===== config.mk =====
export PLATFORM = sky130hd
export DESIGN_NAME = spi_flash_arbiter
export DESIGN_NICKNAME = d
export VERILOG_FILES = /design/src/rtl/spi_flash_arbiter.sv
export SDC_FILE = /design/constraint.sdc
export NUM_CORES = 1
export LEC_CHECK = 0
export CAP_MARGIN = 20
export CORE_AREA = 2 2 39 41
export DETAILED_ROUTE_END_ITERATION = 8
export DIE_AREA = 0 0 41 43
export HOLD_SLACK_MARGIN = 0.08
export PLACE_DENSITY = 0.8
export RECOVER_POWER = 100
export SYNTH_ARGS = -nofsm -noshare
export SYNTH_HDL_FRONTEND = slang
export SYNTH_SLANG_ARGS = --single-unit

===== constraint.sdc =====
create_clock -name clk -period 3.7 [get_ports clk]
set_input_delay 0.74 -clock clk [delete_from_list [all_inputs] [get_ports clk]]
set_output_delay 0.74 -clock clk [all_outputs]
set_load 0.02 [all_outputs]

===== src/rtl/spi_flash_arbiter.sv =====
// Two-requester SPI flash arbiter. A registered one-hot grant muxes the granted
// requester onto the shared flash, and a guard gap separates consecutive grants.
module spi_flash_arbiter #(
    parameter int unsigned GUARD_CYCLES = 2
) (
    input  logic       clk,
    input  logic       rst,
    input  logic [1:0] req_ss,
    input  logic [1:0] req_sck,
    input  logic [1:0] req_mosi,
    output logic [1:0] req_miso,
    output logic [1:0] gnt,
    output logic       flash_ss,
    output logic       flash_sck,
    output logic       flash_mosi,
    input  logic       flash_miso
);

    localparam int unsigned CNT_W = 4;

    typedef enum logic [1:0] {
        IDLE   = 2'd0,
        GRANT0 = 2'd1,
        GRANT1 = 2'd2,
        GUARD  = 2'd3
    } state_t;

    state_t             state;
    state_t             state_nxt;
    state_t             arb_pick;
    logic [CNT_W-1:0]   cnt;
    logic [CNT_W-1:0]   cnt_nxt;
    logic               last_gnt;
    logic               last_gnt_nxt;
    logic [1:0]         gnt_nxt;

    // State, guard counter, fairness bit and grant register
    always_ff @(posedge clk or posedge rst) begin
        if (rst) begin
            state    <= IDLE;
            cnt      <= '0;
            last_gnt <= 1'b1;
            gnt      <= 2'b00;
        end else begin
            state    <= state_nxt;
            cnt      <= cnt_nxt;
            last_gnt <= last_gnt_nxt;
            gnt      <= gnt_nxt;
        end
    end

    // Next-state logic; a tie goes to the requester not served last
    always_comb begin
        state_nxt    = state;
        cnt_nxt      = cnt;
        last_gnt_nxt = last_gnt;
        arb_pick     = IDLE;

        if (!req_ss[0] && !req_ss[1]) begin
            arb_pick = last_gnt ? GRANT0 : GRANT1;
        end else if (!req_ss[0]) begin
            arb_pick = GRANT0;
        end else if (!req_ss[1]) begin
            arb_pick = GRANT1;
        end

        case (state)
            IDLE: state_nxt = arb_pick;
            GRANT0: begin
                if (req_ss[0]) begin
                    state_nxt    = GUARD;
                    cnt_nxt      = CNT_W'(GUARD_CYCLES - 1);
                    last_gnt_nxt = 1'b0;
                end
            end
            GRANT1: begin
                if (req_ss[1]) begin
                    state_nxt    = GUARD;
                    cnt_nxt      = CNT_W'(GUARD_CYCLES - 1);
                    last_gnt_nxt = 1'b1;
                end
            end
            GUARD: begin
                if (cnt == '0) begin
                    state_nxt = arb_pick;
                end else begin
                    cnt_nxt = cnt - CNT_W'(1);
                end
            end
            default: state_nxt = IDLE;
        endcase

        gnt_nxt = {state_nxt == GRANT1, state_nxt == GRANT0};
    end

    // Flash mux driven only by the registered grant
    always_comb begin
        flash_ss   = 1'b1;
        flash_sck  = 1'b0;
        flash_mosi = 1'b0;
        if (gnt[0]) begin
            flash_ss   = req_ss[0];
            flash_sck  = req_sck[0];
            flash_mosi = req_mosi[0];
        end else if (gnt[1]) begin
            flash_ss   = req_ss[1];
            flash_sck  = req_sck[1];
            flash_mosi = req_mosi[1];
        end
    end

    assign req_miso = gnt & {2{flash_miso}};

endmodule


Word level (Yosys, flattened, before mapping)
Cells that the tools add are included.
{"block": "classes", "n_reduce_logical": 9, "n_bitwise": 1, "eq_ne": 8, "addsub": 1, "muxes": 21}
{"op": "2-bit two-way mux", "n": 7}
{"op": "4-bit two-way mux", "n": 3}
{"op": "4-bit case mux with 3 select lines", "n": 1}
{"op": "1-bit two-way mux", "n": 8}
{"op": "2-bit case mux with 4 select lines", "n": 1}
{"op": "2-bit == test, second input constant", "n": 3}
{"op": "2-bit != test, second input constant", "n": 3}
{"op": "2-bit by 1-bit == test with 1-bit output, second input constant", "n": 2}
{"op": "4-bit logical NOT", "n": 1}
{"op": "4-bit AND reduction", "n": 1}
{"op": "4-bit by 1-bit subtractor with 4-bit output, second input constant", "n": 1}
{"op": "3-bit AND reduction", "n": 1}
{"op": "3-bit nonzero test", "n": 1}
{"op": "2-bit AND", "n": 1}
{"op": "1-bit logical NOT", "n": 2}
{"op": "2-bit logical NOT", "n": 1}
{"op": "1-bit case mux with 2 select lines", "n": 1}
{"op": "2-bit nonzero test", "n": 1}
{"op": "1-bit logical AND", "n": 1}
{"block": "word_totals", "output_inout_bits": 7, "inputBits": 9, "reg_bits": 9}

Longest topological paths before layout
Gate-level depths: netlist of the first run.
{"block": "logic_depth", "word_depth": 6, "depth_mapped": 5, "ltp_nobuf": 5}

Worst setup path after synthesis of the first run
OpenSTA, ideal clock, no wires.
{"block": "synth_timing", "path_type": "input to output", "start": "input req_ss[0]", "end": "output flash_ss", "t_required_ns": 2.960, "n_path_buf": 0, "arrival_ns": 1.175, "cell_stages": 2, "setup_slack_ns": 1.785, "cell_sequence": "inv_1 -> a22oi_1"}
{"block": "synth_between", "elab_chain_cells": 1}
{"element": "from (decl)", "line_no": "8", "text": "input logic [1:0] req_ss,"}
{"element": "1-bit two-way mux", "line_no": "101", "text": "if (gnt[0]) begin"}
{"element": "to (decl)", "line_no": "13", "text": "output logic flash_ss,"}
No other way between the ends.

Worst setup path after layout of the first run
{"block": "layout_timing", "start": "input req_ss[1]", "end": "output flash_ss"}
{"block": "layout_between", "elab_chain_cells": 2}
{"element": "1-bit two-way mux", "line_no": "105", "text": "end else if (gnt[1]) begin"}
{"element": "1-bit two-way mux", "line_no": "101"}
No other way between the ends.

==> metrics.md, run 1 <==
| Metric | Value |
|---|---|
| Run status | finished clean |
| Power Total | 0.576 mW |
| IO Pins | 16 |
| Worst slew margin | 72.0% |
| Leading area contributor after synthesis | dfrtp_1 |
| Antenna violations before repair | 0 |
| Placed cell area | 717 µm² |
| Dominant cell type by count on the critical path | dlygate4sd3_1 |
| Clk buf depth | 2 |
| Crit-path slowest cell | dlygate4sd3_1 |
| Cts hold-fix bufs | 0 |
| Area share of the largest cell type after synthesis | 36.0% |
| Clock Skew | 1.90 ps |
| Maximum vdd ir drop | 0.355 mV |
| Register area share after synthesis | 40.7% |
| Synth cell count leaders | dfrtp_1 (8), o21ai_0 (7), inv_1 (6) |
| Die H | 43 µm |
| Via density | 5.67 |
| Area Growth Syn to Fin | 33.5% |
| Final min period | 3050 ps |
| DRT Wirelength | 1220 µm |
| CP startpoint kind | input pin |
| Register area | 226 µm² |
| Drt wl/cell | 13.0 µm |
| Layout cell share with drive strength beyond 1 | 6.41% |
| Fillers | 133 |
| FF+latch count, synth | 9 |
| Crit path arrival time | 2310 ps |
| Worst-Margin Slew | 420 ps |
| Die area | 1760 µm² |
| Starting Density | 40.2% |
| Synth cell types | 28 |
| Nets | 90 |
| Total negative slack | 0 ps |
| Core ar. | 1380 µm² |
| Most common cell in the synthesized netlist | dfrtp_1 |
| # DRC | 0 |
| Final setup margin | 649 ps |
| Clk sink count | 9 |
| Leak pwr | 0.337 nW |
| Worst-Skew Late Latency | 270 ps |
| Drt initial violations | 16 |
| Post-synthesis cell count | 61 |
| Finish-stage setup viols | 0 |
| Via count | 533 |
| Cell Area, Synth | 557 µm² |
| Total gr overflow | 0 |
| Cts repair resizes | 0 |
| Largest net degree at the start of global routing | 12 |
| I/O Buffers | 15 |
| CTS tree | built |
| Setup Slack @ Placement | 781 ps |
| Dpl cells | 90 |
| Num CTS Buffers | 3 |
| Setup Buffers After CTS | 0 |
| Crit path required time | 2960 ps |
| Main flop type after synthesis | dfrtp_1 |
| Final cell count without fillers | 94 |
| Max Fanout on Critical Path | 6 |
| Multi-input logic area | 298 µm² |
| Final Max Slew Viols | 0 |
| Fmax | 328 MHz |
| Tcrit/Tclk final | 82.5% |
| Crit path kind | input pin to primary output |
| EDFF count, synth | 0 |
| Pwr/cell area | 776 nW/µm² |
| Syn Area/Cell | 9.13 µm² |
| Vias in the first global route | 493 |
| Largest stage delay on the critical path | 690 ps |
| Max cap viols | 0 |
| RSZ-0062 raised after global routing | false |
| First-pass GRT wire length | 2080 µm |
| Cell area after layout | 743 µm² |
| Antenna-violating nets left | 0 |
| GR Util All Layers | 17.9% |
| RD Place Congestion | 0.865 |
| Ant. Diodes | 0 |
| Fin. Hold Viols | 0 |
| Post-synth ARST share | 100% |
| Hold Crit Class | register to register |
| CP Capture Type | primary output |
| H-tree depth | 1 |
| Main area contributors after synthesis | dfrtp_1 (36%), o21ai_0 (6.3%), dfstp_2 (4.7%) |
| TritonRoute pass-1 iters | 4 |
| Critical Path, Cell by Cell | dlygate4sd3_1, nor2_1, a22oi_1, dlygate4sd3_1 |
| Cell Rows | 14 |
| Synth Warn # | 0 |
| Mapped Nets | 72 |
| Clock-pin transition on the worst setup and hold timing paths | 60 ps |
| CTS root buf | clkbuf_4 |
| Die width | 41 µm |
| DP HPWL | 935 µm |
## per-stage QoR
stage          utilization (%)  hold slack [ps]
2_1_floorplan                -              479
3_3_place_gp              51.8              512
3_5_place_dp              51.8              535
4_1_cts                   53.7              542
5_1_grt                   53.7              586
6_report                  53.7              541
## sequential cells by signal, indices dropped and copies added, names as in the netlist
signal / cells
state: 2
last_gnt: 1
cnt: 4
gnt: 2
## metal layers
layer  vias up  share of wire, %  GRT usage (%)
met5         -                 0              0
li1        256                 -              -
met1       254                41           20.4
met2        19                47           27.2
met3         4               7.9           3.66
met4         0               3.6           14.0
## final timing paths
check                      slack [ps]  depth (start not counted)              endpoint               start
setup / recovery                  650                          4              flash_ss           req_ss[1]
hold / removal                    540                          1    cnt[2]$_DFFE_PP0P_  cnt[2]$_DFFE_PP0P_
setup reg to reg                 2120                          5    state[1]$_DFF_PP0_  cnt[0]$_DFFE_PP0P_
hold reg to reg                   540                          1    cnt[2]$_DFFE_PP0P_  cnt[2]$_DFFE_PP0P_
max in group asynchronous        2540                          2  last_gnt$_DFFE_PP1P_                 rst
min in group asynchronous         860                          2    cnt[2]$_DFFE_PP0P_                 rst
## power by group
part,switching (mW),internal [mW]
clock network,0.0376,0.0418
logic,0.149,0.140
registers,0.0589,0.148
## cell type report
class | instances | share of cell area (%)
well taps | 16 | 2.69
multi-input cells | 44 | 40.1
repair buffers | 15 | 20.2
inverters | 6 | 3.03
flip-flops and latches | 9 | 30.5
clock buffers | 4 | 3.54
## layout by cell type (no fill, tap or decap)
master	instances
nand2_1	3
a22o_1	2
a21boi_0	1
dfstp_2	1
nand3b_1	2
or4_1	1
a22oi_1	1
nand4bb_1	1
and2_1	2
o2111ai_1	3
or3_1	1
clkbuf_4	3
nor2_1	1
o31ai_1	1
dlygate4sd3_1	10
nor3_1	2
nor2b_1	3
a2bb2oi_1	1
nand2b_1	1
a21oi_1	4
a211o_1	1
inv_1	6
clkdlybuf4s50_1	5
o21ai_0	7
o21a_1	1
mux2i_1	1
nor3b_1	1
ha_1	2
or2_2	1
dfrtp_1	8
clkbuf_1	1
## critical path: cells and delay by family
family	cells	cell delay [ps]
buffers and inverters	2	1350
AND/OR/NAND/NOR	1	80
AO/OA/AOI/OAI	1	150
## logic make-up (layout without fill, tap and decap cells)
family,Yosys count,after routing,synth area share (%)
compound gates,22,22,26.3
fa+ha+maj,2,2,4.49
mux,1,1,1.80
flops,9,9,40.7
buf+inv,8,25,5.84
simple gates,19,19,20.9
Power figures use the tool's default switching activity.
==> inputs of run 2 (changes only) <==
clock period = 2.9 ns   (was 3.7 ns; I/O delays follow)
==> run 2 against run 1 <==
  * Final cell count stayed put
  * Cell area stayed put
  * Combinational power up 28%
  * Global-route usage unchanged
  * Non-clock buffer count stayed put
  * Clock skew unchanged
  * Core utilization is the same
  * Routed wire length unchanged
  * First-iteration DRC count unchanged
  * Critical endpoint unchanged
  * Largest cell class unchanged
  * Largest power group unchanged
==> metrics.md, run 2 (synthesis gave the netlist of run 1 again) <==
| Metric | Value |
|---|---|
| Run status | finished clean |
| Worst-Margin Slew | 420 ps (unchanged) |
| Largest Register | cnt |
| RD Place Congestion | 0.865 (unchanged) |
| CTS tree | built |
| Area Growth Syn to Fin | 33.5% (unchanged) |
| Fin. Hold Viols | 0 (unchanged) |
| Finish-stage setup viols | 0 (unchanged) |
| CP Capture Type | primary output |
| RSZ-0062 raised after global routing | false |
| Power Total | 0.737 mW (+28%) |
| Max Fanout on Critical Path | 5 (-1) |
| DRT Wirelength | 1220 µm (unchanged) |
| Die width | 41 µm (unchanged) |
| Vias in the first global route | 493 (unchanged) |
| Worst r2r src | cnt[0]$_DFFE_PP0P_ |
| First-pass GRT wire length | 2080 µm (unchanged) |
| DP HPWL | 935 µm (unchanged) |
| Crit path kind | input pin to primary output |
| Tcrit/Tclk final | 92.3% |
| Crit path arrival time | 2100 ps (-210 ps) |
| CTS root buf | clkbuf_4 |
| Starting Density | 40.2% (unchanged) |
| Worst-Skew Late Latency | 270 ps (about the same) |
| CP startpoint kind | input pin |
| Final min period | 2680 ps |
| # DRC | 0 (unchanged) |
| Drt initial violations | 16 (unchanged) |
| Hold_sp | cnt[2]$_DFFE_PP0P_ |
| Antenna-violating nets left | 0 (unchanged) |
| Cell area after layout | 743 µm² (unchanged) |
| Final setup margin | 224 ps (-424 ps) |
| I/O Buffers | 15 (unchanged) |
| Die H | 43 µm (unchanged) |
| Num CTS Buffers | 3 (unchanged) |
| Crit path required time | 2320 ps (-640 ps) |
| Commonest non-fill, non-tap cell in the layout | dlygate4sd3_1 |
| Hold slack | 541 ps (unchanged) |
| Nets | 90 (unchanged) |
| Placed cell area | 717 µm² (unchanged) |
| Commonest cells after routing, fill and taps aside | dlygate4sd3_1 (9), dfrtp_1 (8), o21ai_0 (7) |
| Core ar. | 1380 µm² (unchanged) |
| GR Util All Layers | 17.9% (unchanged) |
| Maximum vdd ir drop | 0.453 mV (+28%) |
| Biggest regs | cnt x4, gnt x2, state x2 |
| Clk sink count | 9 (unchanged) |
| Worst slew margin | 72.0% (unchanged) |
| Via count | 533 (unchanged) |
| Cts repair resizes | 0 (unchanged) |
| Cell Rows | 14 (unchanged) |
| Fmax | 374 MHz |
| Largest net degree at the start of global routing | 12 (unchanged) |
| Drt wl/cell | 13.0 µm (unchanged) |
| Setup Slack @ Placement | 301 ps (-480 ps) |
| Antenna violations before repair | 0 (unchanged) |
| Pwr/cell area | 992 nW/µm² (+28%) |
| Ant. Diodes | 0 (unchanged) |
| Die area | 1760 µm² (unchanged) |
| TritonRoute pass-1 iters | 4 (unchanged) |
| Max cap viols | 0 (unchanged) |
| Cts hold-fix bufs | 0 (unchanged) |
| Max reg flops | 4 (unchanged) |
| Clock-pin transition on the worst setup and hold timing paths | 60 ps (about the same) |
| Clock Skew | 1.90 ps (unchanged) |
| Final Max Slew Viols | 0 (unchanged) |
| Worst R2R Setup Slack | 1320 ps (-800 ps) |
| IO Pins | 16 (unchanged) |
| Hold Crit Class | register to register |
| Setup crit start | req_ss[0] |
| H-tree depth | 1 (unchanged) |
| Clk buf depth | 2 (unchanged) |
| Layout cell share with drive strength beyond 1 | 6.41% (unchanged) |
| Leak pwr | 0.340 nW (+0.74%) |
| Total gr overflow | 0 (unchanged) |
| Total negative slack | 0 ps (unchanged) |
| Via density | 5.67 (unchanged) |
| Setup Buffers After CTS | 0 (unchanged) |
-- run 2: cell count changes in the layout (fill, tap and decap cells not counted) --
cell / before / now
dlygate4sd3_1: 10 / 9
clkdlybuf4s50_1: 5 / 6
-- run 2: where the power goes --
part           internal (mW)  leakage, nW  switching [mW]
clock network         0.0533       0.0150          0.0480
logic                  0.181        0.219           0.191
registers              0.189        0.106          0.0751
-- run 2: path summary, 6_finish.rpt --
path                                   endpoint  cells after the start
hold reg to reg              cnt[2]$_DFFE_PP0P_                      1
hold / removal               cnt[2]$_DFFE_PP0P_                      1
max in group asynchronous  last_gnt$_DFFE_PP1P_                      2
setup reg to reg             state[1]$_DFF_PP0_                      5
setup / recovery                       flash_ss                      4
min in group asynchronous    cnt[2]$_DFFE_PP0P_                      2
-- run 2: final cells by class --
| cell class | instances | area (µm²) |
|---|---|---|
| Fill cell | 133 | 641 |
| Multi-Input combinational cell | 44 | 298 |
| Sequential cell | 9 | 226 |
| Timing Repair Buffer | 15 | 150 |
| Clock buffer | 4 | 26.3 |
| Inverter | 6 | 22.5 |
| Tap cell | 16 | 20.0 |
-- run 2: metal layers --
layer / vias up / track usage, % / wire length (µm)
met5: - / 0 / 0
met4: 0 / 14.0 / 44
met3: 4 / 3.66 / 96
met2: 19 / 27.2 / 577
met1: 254 / 20.4 / 500
li1: 256 / - / -
-- run 2: metrics by stage --
step	utilization, %	std cells
floorplan	-	61
global placement	51.8	90
detailed placement	51.8	90
CTS	53.7	94
global route	53.7	94
finish	53.7	94
-- run 2: worst max-delay path, cell delays in order --
cell and delay (ps):
dlygate4sd3_1 630, inv_1 90, a22oi_1 170, clkdlybuf4s50_1 630
==> inputs of run 3 (changes only) <==
ABC_AREA = 1   (was default)
PLACE_DENSITY = 0.81   (was 0.8)
==> run 3 against run 2 <==
  * Synthesized cell count increased by 20%
  * Sequential power down 7.9%
  * Clock power shrank 8%
  * Critical path depth did not move
  * Via count fell by 5.1%
  * Highest routed layer unchanged
  * Routed wire length down 14%
  * Core utilization up 0.72 points
==> metrics.md, run 3 <==
| Metric | Value |
|---|---|
| Via count | 506 (-5.1%) |
| Largest Register | cnt |
| Final min period | 2640 ps (-33.4 ps) |
| Max reg flops | 4 (unchanged) |
| DP HPWL | 850 µm (-9.1%) |
| Drt wl/cell | 9.75 µm (-25%) |
| Layout cell share with drive strength beyond 1 | 16.3% (+9.9 points) |
| Setup Buffers After CTS | 0 (unchanged) |
| Internal | 0.427 mW (+0.77%) |
| CP startpoint kind | input pin |
| TritonRoute pass-1 iters | 2 (-2) |
| Worst slew margin | 75.0% (+3.0 points) |
| Area share of the largest cell type after synthesis | 34.9% (-1.0 points) |
| Die width | 41 µm (unchanged) |
| Via density | 4.69 (-17%) |
| Cts hold-fix bufs | 0 (unchanged) |
| Main area contributors after synthesis | dfrtp_1 (35%), nand2_1 (14%), inv_1 (7.2%) |
| Total negative slack | 0 ps (unchanged) |
| Synth cell count leaders | nand2_1 (21), inv_1 (11), dfrtp_1 (8) |
| CTS tree | built |
| Antenna-violating nets left | 0 (unchanged) |
| Crit path required time | 2320 ps (about the same) |
| FF+latch count, synth | 9 (unchanged) |
| RD Place Congestion | 0.700 (-19%) |
| Worst-Skew Late Latency | 250 ps (-20 ps) |
| CP Capture Type | primary output |
| Die H | 43 µm (unchanged) |
| Run status | finished clean |
| Starting Density | 41.4% (+1.2 points) |
| Area Growth Syn to Fin | 31.4% |
| Synth Warn # | 0 (unchanged) |
| GR Util All Layers | 15.2% (-2.7 points) |
| Die area | 1760 µm² (unchanged) |
| Leak pwr | 0.399 nW (+17%) |
| Final setup margin | 258 ps (+33.4 ps) |
| Clock Skew | 0.477 ps (-1.42 ps) |
| Core ar. | 1380 µm² (unchanged) |
| Register area share after synthesis | 39.5% (-1.2 points) |
| Max Fanout on Critical Path | 4 (-1) |
| Synth cell types | 22 (-21%) |
| Fmax | 378 MHz (+1.3%) |
| Setup Slack @ Placement | 390 ps (+89.2 ps) |
| CTS root buf | clkbuf_4 |
| Most common cell in the synthesized netlist | nand2_1 |
| Crit path kind | input pin to primary output |
| Maximum vdd ir drop | 0.535 mV (+18%) |
| Hold Crit Class | register to register |
| Mapped Nets | 84 (+17%) |
| Drt initial violations | 4 (-12) |
| First-pass GRT wire length | 1810 µm (-13%) |
| Clk buf depth | 2 (unchanged) |
| Cell Rows | 14 (unchanged) |
| RSZ-0062 raised after global routing | false |
| Combinational power share | 57.7% (+7.3 points) |
| Commonest non-fill, non-tap cell in the layout | nand2_1 |
| Finish-stage setup viols | 0 (unchanged) |
| Tcrit/Tclk final | 91.1% (-1.2 points) |
| Antenna violations before repair | 0 (unchanged) |
| Cts repair resizes | 0 (unchanged) |
| Ant. Diodes | 0 (unchanged) |
| Switch Pwr | 0.368 mW (+17%) |
| DRT Wirelength | 1050 µm (-14%) |
| I/O Buffers | 15 (unchanged) |
| Commonest cells after routing, fill and taps aside | nand2_1 (21), inv_1 (11), dlygate4sd3_1 (9) |
| Fin. Hold Viols | 0 (unchanged) |
| Nets | 104 (+16%) |
| Clock power share | 11.6% (-2.1 points) |
| Vias in the first global route | 477 (-3.2%) |
| Clock-pin transition on the worst setup and hold timing paths | 50 ps (about the same) |
| Register area | 226 µm² (unchanged) |
| Multi-input logic area | 280 µm² (-5.9%) |
| Biggest regs | cnt x4, gnt x2, state x2 |
| Post-synth ARST share | 100% (unchanged) |
| Final Max Slew Viols | 0 (unchanged) |
| EDFF count, synth | 0 (unchanged) |
| Total gr overflow | 0 (unchanged) |
| # DRC | 0 (unchanged) |
| Largest net degree at the start of global routing | 10 (-2) |
| Max cap viols | 0 (unchanged) |
| Seq pwr share | 30.7% (-5.2 points) |
| Syn Area/Cell | 7.85 µm² (-14%) |
| Fillers | 131 (-1.5%) |
| Num CTS Buffers | 3 (unchanged) |
| IO Pins | 16 (unchanged) |
| Clk sink count | 9 (unchanged) |
| Leading area contributor after synthesis | dfrtp_1 |
| Pwr/cell area | 1060 nW/µm² (+6.4%) |
| Main flop type after synthesis | dfrtp_1 |
| Sw frac | 46.3% (+3.8 points) |
| Cell Area, Synth | 573 µm² (+2.9%) |
| Post-synthesis cell count | 73 (+20%) |
| Crit path arrival time | 2060 ps (-40 ps) |
| H-tree depth | 1 (unchanged) |
| Worst-Margin Slew | 372 ps (-48.0 ps) |
-- run 3: changes by cell type after synthesis, moves of 5 or more --
cell     delta
inv_1       +5
o21ai_0     -6
nand2_1    +18
nand2_2     +6
-- run 3: layout make-up --
class | count | share of cell area, %
tap | 16 | 2.66
sequential | 9 | 30.1
inverter | 13 | 6.64
clock buffer | 4 | 3.49
timing repair buffer | 15 | 19.9
multi-input combinational | 51 | 37.2
-- run 3: worst max-delay path, cell delays in order --
cell           delay (ps)
dlygate4sd3_1         590
inv_1                  70
a22oi_1               140
dlygate4sd3_1         690
-- run 3: metrics by stage --
stage | utilization (%) | hold slack, ps | total power [mW] | instances | instance area (µm²)
6_report | 54.4 | 481 | 0.795 | 108 | 753
5_1_grt | 54.4 | 524 | 0.889 | 108 | 753
4_1_cts | 55.6 | 487 | 0.843 | 108 | 769
3_5_place_dp | 53.7 | 476 | 0.746 | 104 | 743
3_3_place_gp | 53.7 | 469 | 0.737 | 104 | 743
2_1_floorplan | - | 407 | 0.603 | 73 | 573
-- run 3: path summary, 6_finish.rpt --
path,start,endpoint,slack [ps],depth (start not counted)
worst max register to register,cnt[0]$_DFFE_PP0P_,cnt[2]$_DFFE_PP0P_,1640,6
worst min-delay path,cnt[0]$_DFFE_PP0P_,cnt[0]$_DFFE_PP0P_,480,1
worst min register to register,cnt[0]$_DFFE_PP0P_,cnt[0]$_DFFE_PP0P_,480,1
worst max-delay path,req_ss[1],flash_ss,260,4
max in group asynchronous,rst,last_gnt$_DFFE_PP1P_,1880,2
min in group asynchronous,rst,cnt[3]$_DFFE_PP0P_,720,2
-- run 3: per-layer routing --
layer	global-route usage [%]	wire, µm	part of all wire, %
met1	18.9	462	44
met2	22.8	462	44
met3	4.19	113	11
met4	8.00	14	1.3
met5	0	0	0
-- run 3: cells by family (layout without fill, tap and decap cells) --
group / after synthesis / after routing / share of synthesized area [%]
and+or+nand+nor: 35 / 35 / 29.7
adders and majority gates: 2 / 2 / 4.37
xor gates and xnor gates: 1 / 1 / 1.53
buffers and inverters: 13 / 32 / 8.73
AOI/OAI and AO/OA: 13 / 13 / 16.2
DFF: 9 / 9 / 39.5
-- run 3: power by group through the flow --
stage	registers, mW	clock network [mW]	logic (mW)
4_1_cts	0.245	0.0959	0.502
3_5_place_dp	0.247	0	0.499
5_1_grt	0.255	0.105	0.530
6_report	0.244	0.0925	0.458
2_1_floorplan	0.252	0	0.352
3_3_place_gp	0.247	0	0.490
